===== src/rtl/frame_gen_pkg.sv =====
// rtl/frame_gen_pkg.sv - shared state encoding and sizing helpers for frame_gen
package frame_gen_pkg;

  typedef enum logic [1:0] {
    S_IDLE    = 2'd0,
    S_HEAD    = 2'd1,
    S_PAYLOAD = 2'd2,
    S_GAP     = 2'd3
  } fg_state_e;

  function automatic int clog2_f(input int v);
    int r;
    r = 0;
    for (int i = 0; i < 31; i++) begin
      if ((1 << i) < v) r = i + 1;
    end
    return r;
  endfunction

  function automatic int beat_count(input int bits, input int width);
    return bits / width;
  endfunction

  function automatic int max_i(input int a, input int b);
    return (a > b) ? a : b;
  endfunction

endpackage


===== src/rtl/prbs_par_gen.sv =====
// rtl/prbs_par_gen.sv - Fibonacci PRBS source producing NBITS steps per enable
module prbs_par_gen #(
  parameter int POLY_LENGTH = 7,
  parameter int POLY_TAP    = 6,
  parameter int NBITS       = 8,
  parameter bit INV         = 1'b0
) (
  input  logic             clk,
  input  logic             load,
  input  logic             en,
  output logic [NBITS-1:0] data
);

  logic [POLY_LENGTH-1:0] s;
  logic [POLY_LENGTH-1:0] s_nxt;

  // Unrolled NBITS steps; the earliest step lands in the MSB of data.
  always_comb begin
    s_nxt = s;
    data  = '0;
    for (int i = 0; i < NBITS; i++) begin
      data[NBITS-1-i] = s_nxt[POLY_LENGTH-1] ^ s_nxt[POLY_TAP-1] ^ INV;
      s_nxt = {s_nxt[POLY_LENGTH-2:0], s_nxt[POLY_LENGTH-1] ^ s_nxt[POLY_TAP-1]};
    end
  end

  always_ff @(posedge clk) begin
    if (load) begin
      s <= '1;
    end else if (en) begin
      s <= s_nxt;
    end
  end

endmodule


===== src/rtl/frame_gen.sv =====
// rtl/frame_gen.sv - framed header + PRBS payload generator with valid/ready output
module frame_gen
  import frame_gen_pkg::*;
#(
  parameter int                DATA_W       = 8,
  parameter int                HEAD_LEN     = 16,
  parameter logic [HEAD_LEN-1:0] HEAD_PATTERN = 16'hA5C3,
  parameter int                PAYLOAD_BITS = 64,
  parameter int                GAP_BEATS    = 2,
  parameter int                POLY_LENGTH  = 7,
  parameter int                POLY_TAP     = 6,
  parameter bit                INV_PATTERN  = 1'b0,
  parameter bit                RESEED       = 1'b1
) (
  input  logic              clk,
  input  logic              rst,
  input  logic              start,
  input  logic [15:0]       num_frames,
  input  logic              abort,
  input  logic              out_ready,
  output logic              out_valid,
  output logic [DATA_W-1:0] out_data,
  output logic              out_sof,
  output logic              out_eof,
  output logic              busy,
  output logic              done,
  output logic [15:0]       frame_cnt
);

  localparam int HEAD_BEATS = beat_count(HEAD_LEN, DATA_W);
  localparam int PAY_BEATS  = beat_count(PAYLOAD_BITS, DATA_W);
  localparam int CNT_W      = clog2_f(max_i(HEAD_LEN, PAYLOAD_BITS) / DATA_W) + 1;
  localparam int GAP_W      = clog2_f(GAP_BEATS + 1) + 1;

  localparam logic [CNT_W-1:0] HEAD_LAST = CNT_W'(HEAD_BEATS - 1);
  localparam logic [CNT_W-1:0] PAY_LAST  = CNT_W'(PAY_BEATS - 1);
  localparam logic [GAP_W-1:0] GAP_LAST  = GAP_W'((GAP_BEATS > 0) ? GAP_BEATS - 1 : 0);

  fg_state_e          state, state_nxt;
  logic [CNT_W-1:0]   beat_cnt, beat_nxt;
  logic [GAP_W-1:0]   gap_cnt, gap_nxt;
  logic [15:0]        num_q, num_nxt;
  logic [15:0]        frame_nxt;
  logic               done_nxt;
  logic               prbs_load, prbs_en;
  logic [DATA_W-1:0]  prbs_data;
  logic [HEAD_LEN-1:0] head_sh;

  prbs_par_gen #(
    .POLY_LENGTH (POLY_LENGTH),
    .POLY_TAP    (POLY_TAP),
    .NBITS       (DATA_W),
    .INV         (INV_PATTERN)
  ) u_prbs (
    .clk  (clk),
    .load (rst | prbs_load),
    .en   (prbs_en),
    .data (prbs_data)
  );

  assign busy = (state != S_IDLE);

  always_ff @(posedge clk) begin
    if (rst) begin
      state     <= S_IDLE;
      beat_cnt  <= '0;
      gap_cnt   <= '0;
      num_q     <= '0;
      frame_cnt <= '0;
      done      <= 1'b0;
    end else begin
      state     <= state_nxt;
      beat_cnt  <= beat_nxt;
      gap_cnt   <= gap_nxt;
      num_q     <= num_nxt;
      frame_cnt <= frame_nxt;
      done      <= done_nxt;
    end
  end

  always_comb begin
    state_nxt = state;
    beat_nxt  = beat_cnt;
    gap_nxt   = gap_cnt;
    num_nxt   = num_q;
    frame_nxt = frame_cnt;
    done_nxt  = 1'b0;
    prbs_load = 1'b0;
    prbs_en   = 1'b0;
    out_valid = 1'b0;
    out_data  = '0;
    out_sof   = 1'b0;
    out_eof   = 1'b0;
    head_sh   = HEAD_PATTERN << (DATA_W * int'(beat_cnt));

    case (state)
      S_IDLE: begin
        if (start) begin
          num_nxt   = num_frames;
          frame_nxt = '0;
          beat_nxt  = '0;
          prbs_load = 1'b1;
          state_nxt = S_HEAD;
        end
      end

      S_HEAD: begin
        out_valid = 1'b1;
        out_data  = head_sh[HEAD_LEN-1 -: DATA_W];
        out_sof   = (beat_cnt == '0);
        if (out_ready) begin
          if (beat_cnt == HEAD_LAST) begin
            beat_nxt  = '0;
            state_nxt = S_PAYLOAD;
          end else begin
            beat_nxt = beat_cnt + CNT_W'(1);
          end
        end
      end

      S_PAYLOAD: begin
        out_valid = 1'b1;
        out_data  = prbs_data;
        out_eof   = (beat_cnt == PAY_LAST);
        if (out_ready) begin
          prbs_en = 1'b1;
          if (beat_cnt == PAY_LAST) begin
            beat_nxt  = '0;
            frame_nxt = frame_cnt + 16'd1;
            if ((num_q != 16'd0) && (frame_cnt + 16'd1 == num_q)) begin
              state_nxt = S_IDLE;
              done_nxt  = 1'b1;
            end else if (GAP_BEATS == 0) begin
              state_nxt = S_HEAD;
              prbs_load = RESEED;
            end else begin
              gap_nxt   = '0;
              state_nxt = S_GAP;
            end
          end else begin
            beat_nxt = beat_cnt + CNT_W'(1);
          end
        end
      end

      S_GAP: begin
        if (gap_cnt == GAP_LAST) begin
          beat_nxt  = '0;
          prbs_load = RESEED;
          state_nxt = S_HEAD;
        end else begin
          gap_nxt = gap_cnt + GAP_W'(1);
        end
      end

      default: state_nxt = S_IDLE;
    endcase

    // Abort overrides any start, transfer or frame completion this cycle.
    if (abort) begin
      state_nxt = S_IDLE;
      beat_nxt  = '0;
      gap_nxt   = '0;
      num_nxt   = num_q;
      frame_nxt = frame_cnt;
      done_nxt  = 1'b0;
      prbs_load = 1'b0;
      prbs_en   = 1'b0;
    end
  end

endmodule


===== config.mk =====
export PLATFORM = sky130hd
export DESIGN_NAME = frame_gen
export DESIGN_NICKNAME = d
export VERILOG_FILES = /design/src/rtl/frame_gen_pkg.sv /design/src/rtl/prbs_par_gen.sv /design/src/rtl/frame_gen.sv
export SDC_FILE = /design/constraint.sdc
export NUM_CORES = 1
export LEC_CHECK = 0
export ABC_AREA = 1
export ABC_CLOCK_PERIOD_IN_PS = 1800
export CAP_MARGIN = 20
export CELL_PAD_IN_SITES_DETAIL_PLACEMENT = 1
export CELL_PAD_IN_SITES_GLOBAL_PLACEMENT = 2
export CORE_UTILIZATION = 26
export DETAILED_ROUTE_END_ITERATION = 16
export PLACE_DENSITY_LB_ADDON = 0.05
export SYNTH_ARGS = -nofsm -noshare
export SYNTH_HDL_FRONTEND = slang
export SYNTH_HIERARCHICAL = 1
export SYNTH_SLANG_ARGS = --single-unit

===== constraint.sdc =====
create_clock -name clk -period 1.8 [get_ports clk]
set_input_delay 0.27 -clock clk [delete_from_list [all_inputs] [get_ports clk]]
set_output_delay 0.27 -clock clk [all_outputs]
set_load 0.02 [all_outputs]

==> results of run 1 <==
[per-layer routing]
layer  GRT usage, %  vias to the layer above
li1               -                     1896
met4          3.200                        0
met3          2.700                        7
met1          28.75                     1731
met5              0                        -
met2          29.61                       41
[power by group]
part,switching (mW),leakage (nW),internal [mW],total (mW)
registers,0.0225,0.406,1.10,1.13
clock network,0.447,0.0659,0.511,0.958
logic,0.232,1.77,0.201,0.434
[stage by stage]
stage | worst slack, ns | util [%] | power [mW]
after detailed placement | -0.2873 | 39.23 | 1.552
after floorplan | -0.04189 | - | 1.344
after CTS | -0.2121 | 41.95 | 2.529
after global placement | -0.2325 | 39.23 | 1.550
after global routing | -0.3049 | 44.63 | 2.631
final | -0.2089 | 44.63 | 2.518
[logic make-up after synthesis]
family,share of synthesized area [%]
simple gates,39.91
compound gates,12.36
buf+inv,8.567
flops,30.95
xor+xnor,4.264
fa+ha+maj,3.948
[repair_timing]
item / 4_1_cts / 5_1_grt
pin swaps: 20 / 41
resized for setup: 86 / 73
setup endpoints to repair: 44 / 41
buffers inserted: 6 / 7
[critical path: stages (launching register included)]
cell     delay, ns
dfxtp_4       0.37
ha_4          0.17
nand2_4       0.06
nor2_4        0.18
buf_6         0.13
nand2_4       0.04
nand2_4       0.08
nand2_2       0.06
nand2_2       0.09
nand2_2       0.05
inv_2         0.05
nand2_2       0.05
nor2_4        0.15
nand4_4       0.15
nand2_4       0.11
nand2_1       0.06
nand2_1       0.06
nor2_1        0.04
[cell type report]
type                    count  area [µm²]  share of cell area [%]
multi-input cells         374        2276                   43.73
repair buffers            159        1379                   26.49
flip-flops and latches     49        1010                   19.40
inverters                  58       220.2                   4.231
well taps                 143       178.9                   3.438
clock buffers               5       125.1                   2.404
clock inverters             2       16.27                  0.3125
[layout by cell type (no fill, tap or decap), types with 3 or more instances in the layout]
cell	n
clkdlybuf4s50_1	36
o21ai_0	18
nand2_1	111
dfxtp_1	36
buf_6	18
nand3_1	39
nand3_4	3
inv_2	7
o21ai_2	4
xnor2_1	3
nand4_1	9
a21oi_1	38
nor2_1	43
xor2_1	5
nor2_4	10
ha_1	5
inv_1	49
a211oi_1	3
nor2_2	13
nand2_2	22
clkbuf_16	5
nand2_4	6
dfxtp_2	8
buf_4	98
nand3_2	7
ha_4	4
a21oi_2	6
dfxtp_4	5
[flip-flops by register name (all words and copies together), names as in the netlist]
| register | cells |
|---|---|
| num_q | 16 |
| beat_cnt | 4 |
| done | 1 |
| frame_cnt | 16 |
| gap_cnt | 3 |
| state | 2 |
| u_prbs/s | 7 |
[path summary, 6_finish.rpt]
kind	slack [ns]	cells past startpoint	endpoint	from
worst max-delay path	-0.21	17	gap_cnt[2]	frame_cnt[0]
worst min-delay path	0.49	2	num_q[10]	num_q[10]
worst max register to register	-0.21	17	gap_cnt[2]	frame_cnt[0]
worst min register to register	0.49	2	num_q[10]	num_q[10]
==> flow_summary_export.csv, run 1 <==
group,metric,value,unit
timing,finalCriticalPeriod,2.009,ns
setup_path,worst_ep_arrival_time,2.20,ns
floorplanning,die_area,12630,µm²
cts,clock_insertion_delay_worst_skew,0.29,ns
synthesis,synth_top_flop_cell,"dfxtp_1",
synthesis,yosysUniqueCellTypes,33,
synthesis,async_reset_ff_share,0,%
timing,final_min_period_over_clock_period,111.6,%
placement,dp.cells,770,
cts,total_clock_sinks,49,
timing,final_hold_viols,0,
layout,drive_gt1_share,36.48,%
power,power.ir.vdd_worst,0.3142,mV
cts,cts_hold_buf,0,
synthesis,post_synthesis_register_bit_count,49,
timing,slew_viol_final,0,
routing,routed-via-count,3675,
power,power-per-cell-area,483.8,nW/µm²
synthesis,mappedNetlistNets,523,
routing,dr.first_iter.drc_count,91,
routing,vias_per_cell,4.652,
routing,wire_per_inst,15.28,µm
cts,cts-buffers-inserted,5,
synthesis,cell_taking_the_most_area_after_synthesis,"dfxtp_1",
min_path,min-delay-path-class,"flop to flop",
routing,drt-total-wl,12070,µm
floorplanning,top_level_ports,50,
routing,post_detailed_route_count_of_antenna_violating_nets,0,
synthesis,ys_top_cells_by_count,"127 x nand2_1, 57 x nor2_1, 52 x inv_1",
setup_path,endpoint_kind,"flop",
synthesis,syn-cell-area,3169,µm²
global_routing,grt_pass1_wl,19150,µm
floorplanning,die_h,112.4,µm
routing,drt-met1-wl,6433,µm
routing,drt_drc_violations_left,0,
job,max-cap-violations,0,
layout,final_net_count,678,
timing,final-setup-viol-count,7,
layout,fillCellCount,1448,
cts,cts_tree,"built",
layout,layout.cell_area.non_filler,5205,µm²
setup_path,path_max_fanout,4,
synthesis,ys.warnings.count,6,
routing,wire_length_on_met3,224,µm
floorplanning,initial_core_util,27.18,%
synthesis,top_count_cell_post_synth,"nand2_1",
synthesis,netlist.area_leader.share,30.95,%
synthesis,synth_sequential_area_ratio,30.95,%
floorplanning,floorplan.rows,39,
floorplanning,die_w,112.4,µm
timing,finalHoldWorstSlack,0.4913,ns
global_routing,first_global_vias,3659,
setup_path,critPathKind,"flop to flop",
global_routing,grt_overflow_total,0,
global_routing,track_usage,19.25,%
routing,detailedRoute.firstPassIterationCount,4,
timing,worst_pin_slew,0.3390,ns
routing,maxUsedRoutingLayer,"met4",
layout,syn_to_final_growth,64.23,%
synthesis,netlist_top_cells_area,"dfxtp_1 31%, nand2_1 15%, nand3_1 7.6%",
global_routing,grt_max_degree,25,
status,failed_checks,"setup timing",
timing,max_slew_margin,77.32,%
global_routing,antenna_found_initial,0,
placement,detailed_place_hpwl,9216,µm
setup_path,data_required_time_at_the_worst_endpoint,1.99,ns
cts,htreeDepth,2,
timing,timing.final.ws_setup,-0.2089,ns
timing,rsz_0062_raised_after_global_routing,"true",
cts,path_clk_slew,0.07,ns
synthesis,postSynthCellCount,492,
synthesis,postSynthAreaPerCell,6.442,µm²
synthesis,synth-edff-count,0,
placement,placed_cell_area,4576,µm²
timing,fmax,0.4978,GHz
setup_path,timing.critical_path.from_type,"flop",
timing,clock_skew,0.002869,ns
placement,place.gp.congestion,0.7523,
floorplanning,floorplan.core_area,11660,µm²
cts,ctsLongestPathBuffers,2,
status,outcome,"finished, violations left",
power,cellLeakagePower,2.244,nW
routing,met2RoutedLength,5334,µm
layout,stdcell_count,790,
placement,io_buffers,49,
cts,clock-root-buffer,"clkbuf_16",
timing,timing.setup.tns,-0.9207,ns
layout,antenna_cells,0,
(Power assumes the default switching activity.)
==> inputs of run 2 (changes only) <==
--- a/config.mk
+++ b/config.mk
@@ -5,13 +5,14 @@
 export SDC_FILE = /design/constraint.sdc
 export NUM_CORES = 1
 export LEC_CHECK = 0
-export ABC_AREA = 1
-export ABC_CLOCK_PERIOD_IN_PS = 1800
+export ABC_AREA = 0
+export ABC_CLOCK_PERIOD_IN_PS = 1700
 export CAP_MARGIN = 20
 export CELL_PAD_IN_SITES_DETAIL_PLACEMENT = 1
 export CELL_PAD_IN_SITES_GLOBAL_PLACEMENT = 2
-export CORE_UTILIZATION = 26
+export CORE_UTILIZATION = 28
 export DETAILED_ROUTE_END_ITERATION = 16
+export GPL_ROUTABILITY_DRIVEN = 0
 export PLACE_DENSITY_LB_ADDON = 0.05
 export SYNTH_ARGS = -nofsm -noshare
 export SYNTH_HDL_FRONTEND = slang
==> constraint.sdc (replaced) <==
create_clock -name clk -period 1.7 [get_ports clk]
set_input_delay 0.255 -clock clk [delete_from_list [all_inputs] [get_ports clk]]
set_output_delay 0.255 -clock clk [all_outputs]
set_load 0.02 [all_outputs]
==> run 2 against run 1 <==
  * The flow still finishes with violations (setup timing)
  * First-iteration DRC count fell by 14%
  * Fmax fell by 16%
  * Power fell by 1.6%
  * Global-route usage rose by 1.8 points
  * Area after synthesis fell by 3.8%
  * Clock skew rose by 0.0036 ns
  * Synthesized cell count fell by 19%
  * Clock power fell by 5.5%
  * Core utilization rose by 4.8 points
==> flow_summary_export.csv, run 2 <==
group,metric,value,unit
status,outcome,"finished, violations left",
status,failed_checks,"setup timing",
global_routing,grt_max_degree,17,
synthesis,synth_sequential_area_ratio,32.17,%
floorplanning,initial_core_util,29.14,%
layout,syn_to_final_growth,69.63,%
placement,detailed_place_hpwl,8071,µm
placement,io_buffers,49,
global_routing,antenna_found_initial,0,
cts,total_clock_sinks,49,
setup_path,critPathKind,"flop to flop",
layout,antenna_cells,0,
layout,drive_gt1_share,41.62,%
cts,clock_insertion_delay_worst_skew,0.32,ns
cts,clock-root-buffer,"clkbuf_8",
synthesis,yosysUniqueCellTypes,54,
floorplanning,floorplan.rows,37,
routing,drt_drc_violations_left,0,
layout,layout.cells.most_common,"buf_4",
floorplanning,die_area,11310,µm²
timing,slew_viol_final,0,
setup_path,path_max_fanout,6,
layout,final_net_count,573,
power,cellLeakagePower,2.207,nW
global_routing,grt_overflow_total,0,
synthesis,async_reset_ff_share,0,%
global_routing,grt_pass1_wl,18530,µm
setup_path,worst-r2r-setup-slack,-0.68,ns
power,finalPower,2.478,mW
timing,timing.final.ws_setup,-0.6790,ns
routing,wire_per_inst,16.46,µm
synthesis,postSynthAreaPerCell,7.681,µm²
cts,ctsLongestPathBuffers,2,
floorplanning,die_h,106.4,µm
timing,rsz_0062_raised_after_global_routing,"true",
min_path,min-delay-path-class,"input port to flop",
timing,max_slew_margin,71.40,%
job,max-cap-violations,0,
floorplanning,floorplan.core_area,10460,µm²
setup_path,endpoint_kind,"flop",
timing,final_hold_viols,0,
routing,drt-total-wl,11170,µm
routing,detailedRoute.firstPassIterationCount,4,
timing,fmax,0.4203,GHz
synthesis,postSynthCellCount,397,
cts,path_clk_slew,0.09,ns
synthesis,synth_top_flop_cell,"dfxtp_1",
synthesis,netlist_top_cells_area,"dfxtp_1 32%, a21oi_1 7.4%, nand2_1 7.3%",
global_routing,first_global_vias,3612,
routing,routed-via-count,3423,
synthesis,synth-edff-count,0,
global_routing,track_usage,21.09,%
floorplanning,top_level_ports,50,
synthesis,cell_taking_the_most_area_after_synthesis,"dfxtp_1",
setup_path,timing.critical_path.from_type,"flop",
timing,finalCriticalPeriod,2.379,ns
power,power.ir.vdd_worst,0.3059,mV
cts,htreeDepth,2,
floorplanning,die_w,106.4,µm
layout,layout_top_registers,"frame_cnt (16), num_q (16), u_prbs/s (7)",
cts,cts_tree,"built",
setup_path,crit-reg2reg-launch,"frame_cnt[0]",
setup_path,setup.worst_path.end,"gap_cnt[0]",
routing,post_detailed_route_count_of_antenna_violating_nets,0,
setup_path,worst-r2r-cell-count,9,
routing,vias_per_cell,5.041,
timing,final-setup-viol-count,42,
placement,dp.cells,652,
synthesis,ys.warnings.count,6,
routing,dr.first_iter.drc_count,78,
synthesis,post_synthesis_register_bit_count,49,
setup_path,critical_path.startpoint,"frame_cnt[0]",
timing,clock_skew,0.006434,ns
synthesis,syn-cell-area,3049,µm²
setup_path,data_required_time_at_the_worst_endpoint,1.91,ns
cts,cts-buffers-inserted,5,
synthesis,top_count_cell_post_synth,"nand2_1",
setup_path,worst_ep_arrival_time,2.59,ns
synthesis,netlist.area_leader.share,32.17,%
power,power-per-cell-area,479.1,nW/µm²
layout,mostFrequentLayoutCells,"95 x buf_4, 53 x nand2_1, 35 x a21oi_1, 31 x dfxtp_1, 26 x nor2_1",
synthesis,ys_top_cells_by_count,"59 x nand2_1, 49 x dfxtp_1, 45 x a21oi_1",
synthesis,mappedNetlistNets,428,
setup_path,critical_path.reg2reg.endpoint,"gap_cnt[0]",
layout,stdcell_count,679,
timing,worst_pin_slew,0.4251,ns
timing,final_min_period_over_clock_period,139.9,%
-- run 2: critical path: stages, from the launching register on --
cell	delay [ns]
dfxtp_4	0.38
ha_4	0.19
buf_4	0.15
xnor2_1	0.12
nand2_1	0.07
a31oi_1	0.09
or3_1	0.36
or4_4	0.46
and2_4	0.18
o311a_1	0.27
-- run 2: cells by family (layout without fill, tap and decap cells) --
group	Yosys count	after routing	share of synthesized area, %
AO/OA/AOI/OAI	103	103	20.56
AND/OR/NAND/NOR	169	169	28.76
flip-flops	49	49	32.17
XOR/XNOR	29	29	8.822
multiplexers	2	2	0.6566
buffers and inverters	35	181	4.924
adder cells (fa/ha/maj)	10	10	4.103
-- run 2: how the worst min path moves through the flow --
stage	startpoint	endpoint	slack (ns)	depth (start not counted)
final	num_frames[4]	num_q[4]	0.48	3
after global routing	num_frames[9]	num_q[9]	0.47	3
after CTS	num_frames[14]	num_q[14]	0.47	3
after detailed placement	num_q[4]	num_q[4]	0.48	2
after global placement	num_q[4]	num_q[4]	0.48	2
after floorplan	num_frames[0]	num_q[0]	0.39	2
-- run 2: metal layers --
layer | routed length (µm) | GRT usage, %
met4 | 170 | 5.754
met2 | 5731 | 38.45
met3 | 320 | 3.617
met1 | 4951 | 25.20
met5 | 0 | 0
-- run 2: power breakdown --
group / total (mW) / internal, mW / switching [mW]
Sequential: 1.18 / 1.16 / 0.0224
Combinational: 0.394 / 0.194 / 0.200
Clock: 0.905 / 0.481 / 0.424
-- run 2: cell type report --
type                       instances  area [µm²]
clock inverter                     1       30.03
clock buffer                       7       86.33
fill                            1259        5290
sequential                        49        1021
timing repair buffer             162        1515
multi-input combinational        313        2306
tap                              136       170.2
inverter                          11       43.79
-- run 2: metrics by stage --
step           TNS, ns  worst slack [ns]  hold WS, ns  cell area [µm²]  util [%]
6_report        -7.239           -0.6790       0.4789             5172     49.44
5_1_grt         -10.81           -0.7755       0.4717             5172     49.44
4_1_cts         -7.378           -0.6586       0.4675             5064     48.40
3_5_place_dp    -8.154           -0.7276       0.4821             4539     43.39
3_3_place_gp    -6.803           -0.7055       0.4784             4539     43.39
2_1_floorplan   -4.033           -0.7858       0.3910             3289         -
-- run 2: timing repair --
action                     in CTS  in global routing
pin swaps                      29                 12
setup endpoints to repair      51                 51
resized for setup             138                 26
cloned                          3                  0
setup buffers                  15                  1
hold buffers                    0                  0
==> inputs of run 3 (changes only) <==
--- a/config.mk
+++ b/config.mk
@@ -13,6 +13,7 @@
 export CORE_UTILIZATION = 28
 export DETAILED_ROUTE_END_ITERATION = 16
 export GPL_ROUTABILITY_DRIVEN = 0
+export GPL_TIMING_DRIVEN = 0
 export PLACE_DENSITY_LB_ADDON = 0.05
 export SYNTH_ARGS = -nofsm -noshare
 export SYNTH_HDL_FRONTEND = slang
==> run 3 against run 2 <==
  * The flow still finishes with violations (setup timing)
  * Via count shrank 3.5%
  * Clock-buffer cell count shrank 2
  * Highest routed layer unchanged
  * Non-clock buffer count shrank 30
  * Largest cell class unchanged
==> flow_summary_export.csv, run 3 (same netlist as run 2, synthesis figures left out) <==
group,metric,value,unit
cts,ctsLongestPathBuffers,2,
cts,htreeDepth,2,
routing,routed-via-count,3302,
cts,total_clock_sinks,49,
floorplanning,floorplan.rows,37,
timing,timing.setup.tns,-9.373,ns
layout,antenna_cells,0,
routing,dr.first_iter.drc_count,62,
setup_path,critical_path.startpoint,"frame_cnt[4]",
setup_path,data_required_time_at_the_worst_endpoint,1.91,ns
status,failed_checks,"setup timing",
cts,clock-root-buffer,"clkbuf_8",
floorplanning,die_w,106.4,µm
power,power.ir.vdd_worst,0.2887,mV
setup_path,critPathKind,"flop to flop",
power,power-per-cell-area,471.1,nW/µm²
global_routing,track_usage,18.88,%
layout,drive_gt1_share,35.48,%
job,max-cap-violations,0,
timing,fmax,0.4050,GHz
layout,mostFrequentLayoutCells,"55 x buf_4, 54 x nand2_1, 41 x a21oi_1, 32 x clkdlybuf4s50_1, 30 x dfxtp_1",
timing,clock_skew,0.01184,ns
min_path,min-delay-path-class,"input port to flop",
power,finalPower,2.275,mW
setup_path,endpoint_kind,"flop",
floorplanning,die_h,106.4,µm
cts,clock_insertion_delay_worst_skew,0.32,ns
status,outcome,"finished, violations left",
cts,path_clk_slew,0.11,ns
placement,detailed_place_hpwl,7532,µm
timing,max_slew_margin,61.59,%
layout,final_net_count,543,
routing,drt_drc_violations_left,0,
routing,vias_per_cell,5.088,
timing,final_min_period_over_clock_period,145.3,%
layout,layout.cell_area.non_filler,4828,µm²
floorplanning,top_level_ports,50,
timing,final-setup-viol-count,37,
setup_path,slowest_delay,0.46,ns
placement,io_buffers,48,
setup_path,critical_path.slowest_cell,"or4_4",
cts,cts_tree,"built",
routing,drt-total-wl,10870,µm
global_routing,grt_overflow_total,0,
timing,rsz_0062_raised_after_global_routing,"true",
global_routing,first_global_vias,3353,
setup_path,worst_ep_arrival_time,2.68,ns
timing,finalCriticalPeriod,2.469,ns
power,cellLeakagePower,1.898,nW
timing,final_hold_viols,0,
setup_path,cp_cell_sequence,"nand4_4 -> buf_12 -> nor3_4 -> xnor2_2 -> or3_1 -> or4_4 -> and2_4 -> o311a_1",
setup_path,crit-reg2reg-launch,"frame_cnt[4]",
routing,post_detailed_route_count_of_antenna_violating_nets,0,
global_routing,antenna_found_initial,0,
timing,slew_viol_final,0,
routing,detailedRoute.firstPassIterationCount,4,
min_path,worst_hold_startpoint,"rst",
layout,layout_top_registers,"frame_cnt (16), num_q (16), u_prbs/s (7)",
setup_path,timing.critical_path.from_type,"flop",
global_routing,grt_pass1_wl,16830,µm
routing,wire_per_inst,16.76,µm
timing,worst_pin_slew,0.5762,ns
floorplanning,die_area,11310,µm²
global_routing,grt_max_degree,16,
placement,dp.cells,581,
placement,placed_cell_area,3940,µm²
setup_path,path_max_fanout,7,
floorplanning,floorplan.core_area,10460,µm²
timing,timing.final.ws_setup,-0.7694,ns
layout,stdcell_count,649,
cts,cts-buffers-inserted,5,
floorplanning,initial_core_util,29.14,%
layout,layout.cells.most_common,"buf_4",
layout,post-route-util,46.15,%
layout,syn_to_final_growth,58.35,%
## run 3: cell count changes in the layout (fill, tap and decap cells not counted), moves of 4 or more
cell             before  now
dlymetal6s2s_1        6    1
buf_12                6    2
o21ai_0               5   14
buf_4                95   55
clkdlybuf4s50_1      25   32
a21oi_2               9    3
clkdlybuf4s15_2       0    7
o21ai_2              11    5
clkbuf_1              1    5
a21oi_1              35   41
## run 3: metal layers
layer / part of all wire (%) / vias up / track usage, %
li1: - / 1634 / -
met1: 42 / 1609 / 21.67
met2: 54 / 46 / 35.53
met3: 2.7 / 13 / 3.066
met4: 1.6 / 0 / 5.357
met5: 0 / - / 0
## run 3: power breakdown
group / internal [mW] / leakage, nW / switching [mW]
Combinational: 0.167 / 1.44 / 0.187
Sequential: 1.15 / 0.409 / 0.0270
Clock: 0.287 / 0.0482 / 0.454
Total: 1.61 / 1.90 / 0.668
## run 3: final timing paths
kind                                     end  slack (ns)  depth (start not counted)
worst max register to register    gap_cnt[0]       -0.77                          8
worst min register to register     num_q[12]        0.50                          2
worst max-delay path              gap_cnt[0]       -0.77                          8
worst min-delay path            frame_cnt[9]        0.47                          2
## run 3: worst max-delay path, delay by kind of cell (launching register included)
kind,cells,cell delay [ns]
simple gates,5,1.40
buf+inv,1,0.17
compound gates,1,0.27
flops,1,0.41
xor+xnor,1,0.09
## run 3: what timing repair did
item | CTS | global route
hold buffers | 0 | 0
setup buffers | 30 | 33
setup endpoints to repair | 56 | 56
pin swaps | 14 | 9
cloned | 0 | 1
hold endpoints to repair | 0 | 0
gates resized for setup | 86 | 37
## run 3: cell type report
| cell class | count | area, µm² |
|---|---|---|
| clock inverter | 3 | 16.27 |
| clock buffer | 5 | 68.82 |
| sequential | 49 | 1030 |
| multi-input combinational | 313 | 2293 |
| timing repair buffer | 111 | 1020 |
| fill | 1270 | 5634 |
| inverter | 11 | 45.04 |
| tap | 136 | 170.2 |
| buffer | 21 | 185.2 |
## run 3: metrics by stage
stage | setup WS, ns | hold slack [ns]
finish | -0.7694 | 0.4699
global route | -0.8521 | 0.4807
CTS | -0.7310 | 0.4353
detailed placement | -1.078 | 0.4837
global placement | -1.101 | 0.4726
floorplan | -0.7858 | 0.3910
